File: src/rtl/dense_input_framer.sv
// dense_input_framer
//   Gathers a serial stream of signed fixed-point samples into a parallel
//   INPUT_SIZE-element vector for the dense layer. A fill buffer and a hold
//   register give double buffering. Valid/ready handshakes are used on both
//   sides. dense_valid_o is the accepted-vector strobe delayed by LATENCY
//   cycles, so that it lines up with the dense layer output.
// Ports
//   clk_i          clock, rising edge
//   reset_i        synchronous, active-high reset
//   in_data_i      serial input sample (WIDTH bits, signed, passed bit-exact)
//   in_valid_i     in_data_i valid
//   in_last_i      final sample of the frame (qualified by the accept)
//   in_ready_o     framer can accept a sample this cycle
//   vec_data_o     assembled vector; element i at [i*WIDTH +: WIDTH],
//                  element 0 = first sample received
//   vec_valid_o    vec_data_o holds an unconsumed vector
//   vec_ready_i    consumer takes vec_data_o this cycle
//   short_frame_o  1-cycle pulse after a frame is closed early by in_last_i
//   dense_valid_o  (vec_valid_o & vec_ready_i) delayed by LATENCY cycles
module dense_input_framer #(
   parameter int unsigned WIDTH      = 17,
   parameter int unsigned INPUT_SIZE = 32,
   parameter int unsigned LATENCY    = 8
) (
   input  logic                          clk_i,
   input  logic                          reset_i,
   input  logic [WIDTH-1:0]              in_data_i,
   input  logic                          in_valid_i,
   input  logic                          in_last_i,
   output logic                          in_ready_o,
   output logic [INPUT_SIZE*WIDTH-1:0]   vec_data_o,
   output logic                          vec_valid_o,
   input  logic                          vec_ready_i,
   output logic                          short_frame_o,
   output logic                          dense_valid_o
);

   localparam int unsigned CW = (INPUT_SIZE > 1) ? $clog2(INPUT_SIZE) : 1;
   localparam int unsigned VW = INPUT_SIZE * WIDTH;

   logic [CW-1:0]      count_q, count_d;
   logic [VW-1:0]      fill_q, fill_d;
   logic [VW-1:0]      vec_q, vec_d;
   logic [VW-1:0]      frame_c;
   logic               fill_full_q, fill_full_d;
   logic               vec_valid_q, vec_valid_d;
   logic               short_q, short_d;
   logic [LATENCY-1:0] dv_q, dv_d;

   logic accept;
   logic close;
   logic hold_free;
   logic handshake;

   assign in_ready_o = ~fill_full_q;
   assign accept     = in_valid_i & ~fill_full_q;
   assign close      = accept & (in_last_i | (count_q == CW'(INPUT_SIZE - 1)));
   assign handshake  = vec_valid_q & vec_ready_i;
   assign hold_free  = ~vec_valid_q | vec_ready_i;

   // Frame as it looks with the current sample in slot count_q.
   // Slots above count_q read as zero, which gives the zero padding on an early close.
   always_comb begin
      frame_c = '0;
      for (int i = 0; i < int'(INPUT_SIZE); i++) begin
         if (CW'(i) < count_q) begin
            frame_c[i*WIDTH +: WIDTH] = fill_q[i*WIDTH +: WIDTH];
         end else if (CW'(i) == count_q) begin
            frame_c[i*WIDTH +: WIDTH] = in_data_i;
         end
      end
   end

   // Next-state logic: fill buffer, hold register, count, pulses.
   always_comb begin
      count_d     = count_q;
      fill_d      = fill_q;
      fill_full_d = fill_full_q;
      vec_d       = vec_q;
      vec_valid_d = vec_valid_q & ~vec_ready_i;
      short_d     = 1'b0;
      dv_d        = (dv_q << 1) | LATENCY'(handshake);

      if (accept) begin
         fill_d  = frame_c;
         count_d = close ? '0 : count_q + CW'(1);
         short_d = in_last_i & (count_q != CW'(INPUT_SIZE - 1));
      end

      // A parked frame and a new close never coincide: in_ready_o is low while parked.
      if (fill_full_q && hold_free) begin
         vec_d       = fill_q;
         vec_valid_d = 1'b1;
         fill_full_d = 1'b0;
      end else if (close) begin
         if (hold_free) begin
            vec_d       = frame_c;
            vec_valid_d = 1'b1;
         end else begin
            fill_full_d = 1'b1;
         end
      end
   end

   // State registers.
   always_ff @(posedge clk_i) begin
      if (reset_i) begin
         count_q     <= '0;
         fill_q      <= '0;
         fill_full_q <= 1'b0;
         vec_q       <= '0;
         vec_valid_q <= 1'b0;
         short_q     <= 1'b0;
         dv_q        <= '0;
      end else begin
         count_q     <= count_d;
         fill_q      <= fill_d;
         fill_full_q <= fill_full_d;
         vec_q       <= vec_d;
         vec_valid_q <= vec_valid_d;
         short_q     <= short_d;
         dv_q        <= dv_d;
      end
   end

   assign vec_data_o    = vec_q;
   assign vec_valid_o   = vec_valid_q;
   assign short_frame_o = short_q;
   assign dense_valid_o = dv_q[LATENCY-1];

endmodule

File: config.mk
export PLATFORM = sky130hd
export DESIGN_NAME = dense_input_framer
export DESIGN_NICKNAME = d
export VERILOG_FILES = /design/src/rtl/dense_input_framer.sv
export SDC_FILE = /design/constraint.sdc
export NUM_CORES = 2
export LEC_CHECK = 0
export CORE_MARGIN = 2
export CORE_UTILIZATION = 40
export DETAILED_ROUTE_END_ITERATION = 12
export GPL_ROUTABILITY_DRIVEN = 0
export PLACE_DENSITY = 0.68
export SETUP_SLACK_MARGIN = 0.02
export SLEW_MARGIN = 30
export SYNTH_ARGS = -nofsm -noshare
export SYNTH_HDL_FRONTEND = slang
export SYNTH_SLANG_ARGS = --single-unit
File: constraint.sdc
create_clock -name clk_i -period 3.7 [get_ports clk_i]
set_input_delay 0.74 -clock clk_i [delete_from_list [all_inputs] [get_ports clk_i]]
set_output_delay 0.74 -clock clk_i [all_outputs]
set_load 0.01 [all_outputs]
==> impl_metrics.csv <==
group,metric,value,unit
status,status,"finished, final reports clean",
placement,dp_cells,7413,
timing,slew_violations,0,
placement,post-dp-hpwl,131,mm
cells_and_area,syn_to_final_growth,22.9,%
grt,grt_max_degree,170,
setup_path,cp_cell_sequence,"inv_2 -> clkdlybuf4s50_1",
logic_synthesis,synthCells,5739,
min_path,hp-class,"flip-flop to flip-flop",
cells_and_area,fill_cells,11100,
setup_path,path_buf_inv,2,
routing,drt_iter0_drc,6625,
floorplanning,io_pins,570,
timing,fin_skew,0.0375,ns
placement,portBuffers,569,
clocking,cts_tree,"yes",
timing,period_needed,3.21,ns
grt,overflow,0,
clocking,cts_buffer_depth,3,
timing,rsz0062_at_grt,"no",
logic_synthesis,syn_nets,5765,
setup_path,cp_max_fo,17,
setup_path,crit_path_end_kind,"output port",
logic_synthesis,synth.distinct_cells,81,
cells_and_area,finalNonFillerCells,7622,
floorplanning,die_width,349,um
cells_and_area,drive_gt1_frac,0.0924,
timing,slew_headroom,0.274,
setup_path,r2r_cells,6,
setup_path,critPathLaunchType,"flip-flop",
clocking,clk-insertion-delay-late,0.73,ns
timing,hold_ws,0.447,ns
min_path,min_to,"dv_q[5]",
routing,drc_errors,0,
floorplanning,start_util,0.404,
clocking,h-tree-depth,3,
clocking,postCtsSetupRepairBufs,0,
floorplanning,die_y,349,um
grt,grtUsageTotal,0.330,
clocking,cts_buffers,115,
clocking,postCtsHoldBufs,0,
floorplanning,rows,126,
setup_path,cp.required,2.96,ns
routing,wl_per_cell,27.7,um
power_and_ir_drop,p_per_area,460,nW/um^2
timing,finalCritPeriodShare,0.867,
timing,finalHoldViolCount,0,
flow_run,maxCapViolCount,0,
logic_synthesis,synth_seq_area_share,0.463,
logic_synthesis,ys_seq_elements,1104,
timing,final.setup.worst_slack,0.493,ns
setup_path,regToRegStartpoint,"count_q[1]",
placement,dp_slack,0.443,ns
floorplanning,dieArea,122000,um^2
setup_path,critPathArrivalTime,2.47,ns
clocking,root_buffer,"clkbuf_16",
cells_and_area,final_nets,6021,
clocking,cts_resized,0,
timing,max_freq,0.312,GHz
logic_synthesis,synth_edf_count,0,
logic_synthesis,yosysTopAreaCell,"dfxtp_1",
logic_synthesis,synthArstFlopShare,0,
logic_synthesis,ys.flop_type,"dfxtp_1",
logic_synthesis,synth.cell_area,47700,um^2
logic_synthesis,synth_area_per_cell,8.32,um^2
setup_path,slowest_delay,0.68,ns
timing,setup_tns,0,ns
power_and_ir_drop,vdd_ir_drop_max,0.000364,V
power_and_ir_drop,p_leak,19.3,nW
logic_synthesis,yosysWarnings,0,
setup_path,crit_cells,2,
timing,worst_pin_slew,1.09,ns
setup_path,r2r-end,"vec_data_o[171]",
setup_path,crit_family,"buffers and inverters",
grt,grt_pass1_wl,302,mm
grt,antenna_found_initial,4,
grt,grt_pass1_vias,43900,
clocking,clk_pin_slew,0.06,ns
floorplanning,design.core.area,118000,um^2
routing,antenna_left,0,
logic_synthesis,synthTopCellsByArea,"dfxtp_1, a21oi_1, nor2_1",
routing,viasPerCell,6.31,
setup_path,crit_type,"flip-flop to output port",
routing,vias,48100,
routing,first_pass_iters,6,
setup_path,rrSetupSlack,0.55,ns
min_path,hold_depth,1,
logic_synthesis,synth_top_cell_area_share,0.463,
min_path,min_from,"dv_q[4]",
timing,finalSetupViolations,0,
setup_path,cp_slowest_cell,"clkdlybuf4s50_1",
clocking,cts_num_sinks,1104,
routing,routed_wl,212,mm
[per-stage QoR]
stage / total power, W / utilization / cell area, um^2
2_1_floorplan: 0.0136 / - / 47700
3_3_place_gp: 0.0148 / 0.462 / 54700
3_5_place_dp: 0.0148 / 0.463 / 54700
4_1_cts: 0.0270 / 0.496 / 58700
5_1_grt: 0.0276 / 0.496 / 58700
6_report: 0.0270 / 0.496 / 58700
[placed cells by master (no fill, tap or decap), types with 36 or more instances in the layout]
cell,instances
clkdlybuf4s50_1,551
o31ai_1,85
dfxtp_1,1098
nor2_1,756
nand3b_1,87
o221ai_1,51
clkbuf_16,119
a32o_1,84
nand2_1,501
o211ai_1,41
a211o_1,36
a31oi_1,52
a21oi_1,614
nand4_1,37
inv_1,38
a211oi_1,180
nand2b_1,93
buf_4,192
a22oi_1,376
nand3_1,108
nor3_1,195
o21ai_0,193
[Yosys cell counts (all sizes together), types with 84 or more instances]
cell type	number
o31ai	85
a22oi	377
dfxtp	1104
nor2	807
nand3	109
nand3b	88
a32o	84
o21ai	218
nand2b	97
nand2	505
a211oi	182
nor3	207
clkbuf	388
buf	262
a21oi	617
[state kept, by name, summed over array words and instances, names as in the netlist]
signal,flops
vec_valid_o,1
short_frame_o,1
dv_q,8
vec_data_o,544
fill_full_q,1
count_q,5
fill_q,544
[routing by layer]
layer / global-route usage / wire (um)
met1: 0.444 / 85300
met2: 0.494 / 91500
met3: 0.0797 / 24000
met4: 0.156 / 10700
met5: 0 / 0
[power by group]
group	internal (W)	total (W)	switching [W]
registers	0.0121	0.0122	0.000172
logic	0.000701	0.00241	0.00171
clock network	0.00727	0.0123	0.00505
total	0.0200	0.0270	0.00694
[worst max path at each step]
stage	start	to	slack (ns)
after floorplan	count_q[1]	vec_data_o[238]	1.17
after global routing	count_q[1]	vec_data_o[171]	0.43
after global placement	vec_ready_i	vec_data_o[155]	0.39
final	fill_full_q	in_ready_o	0.49
after CTS	fill_full_q	in_ready_o	0.53
after detailed placement	vec_ready_i	vec_data_o[376]	0.44
[cell families after synthesis]
| logic type | count (synthesis) | share of synthesized area |
|---|---|---|
| buffers and inverters | 708 | 0.0654 |
| multiplexers | 51 | 0.0111 |
| flip-flops | 1104 | 0.463 |
| adder cells (fa/ha/maj) | 4 | 0.00105 |
| AO/OA/AOI/OAI | 1890 | 0.266 |
| AND/OR/NAND/NOR | 1982 | 0.194 |
[layout make-up]
cell class | instances | area [um^2] | share of cell area
antenna | 3 | 7.51 | 0.000128
clock inverter | 43 | 619 | 0.0106
multi-input combinational | 3927 | 22800 | 0.388
sequential | 1104 | 22100 | 0.377
tap | 1536 | 1920 | 0.0327
timing repair buffer | 789 | 7650 | 0.130
clock buffer | 162 | 3360 | 0.0572
inverter | 58 | 218 | 0.00371
(Power assumes the default switching activity.)
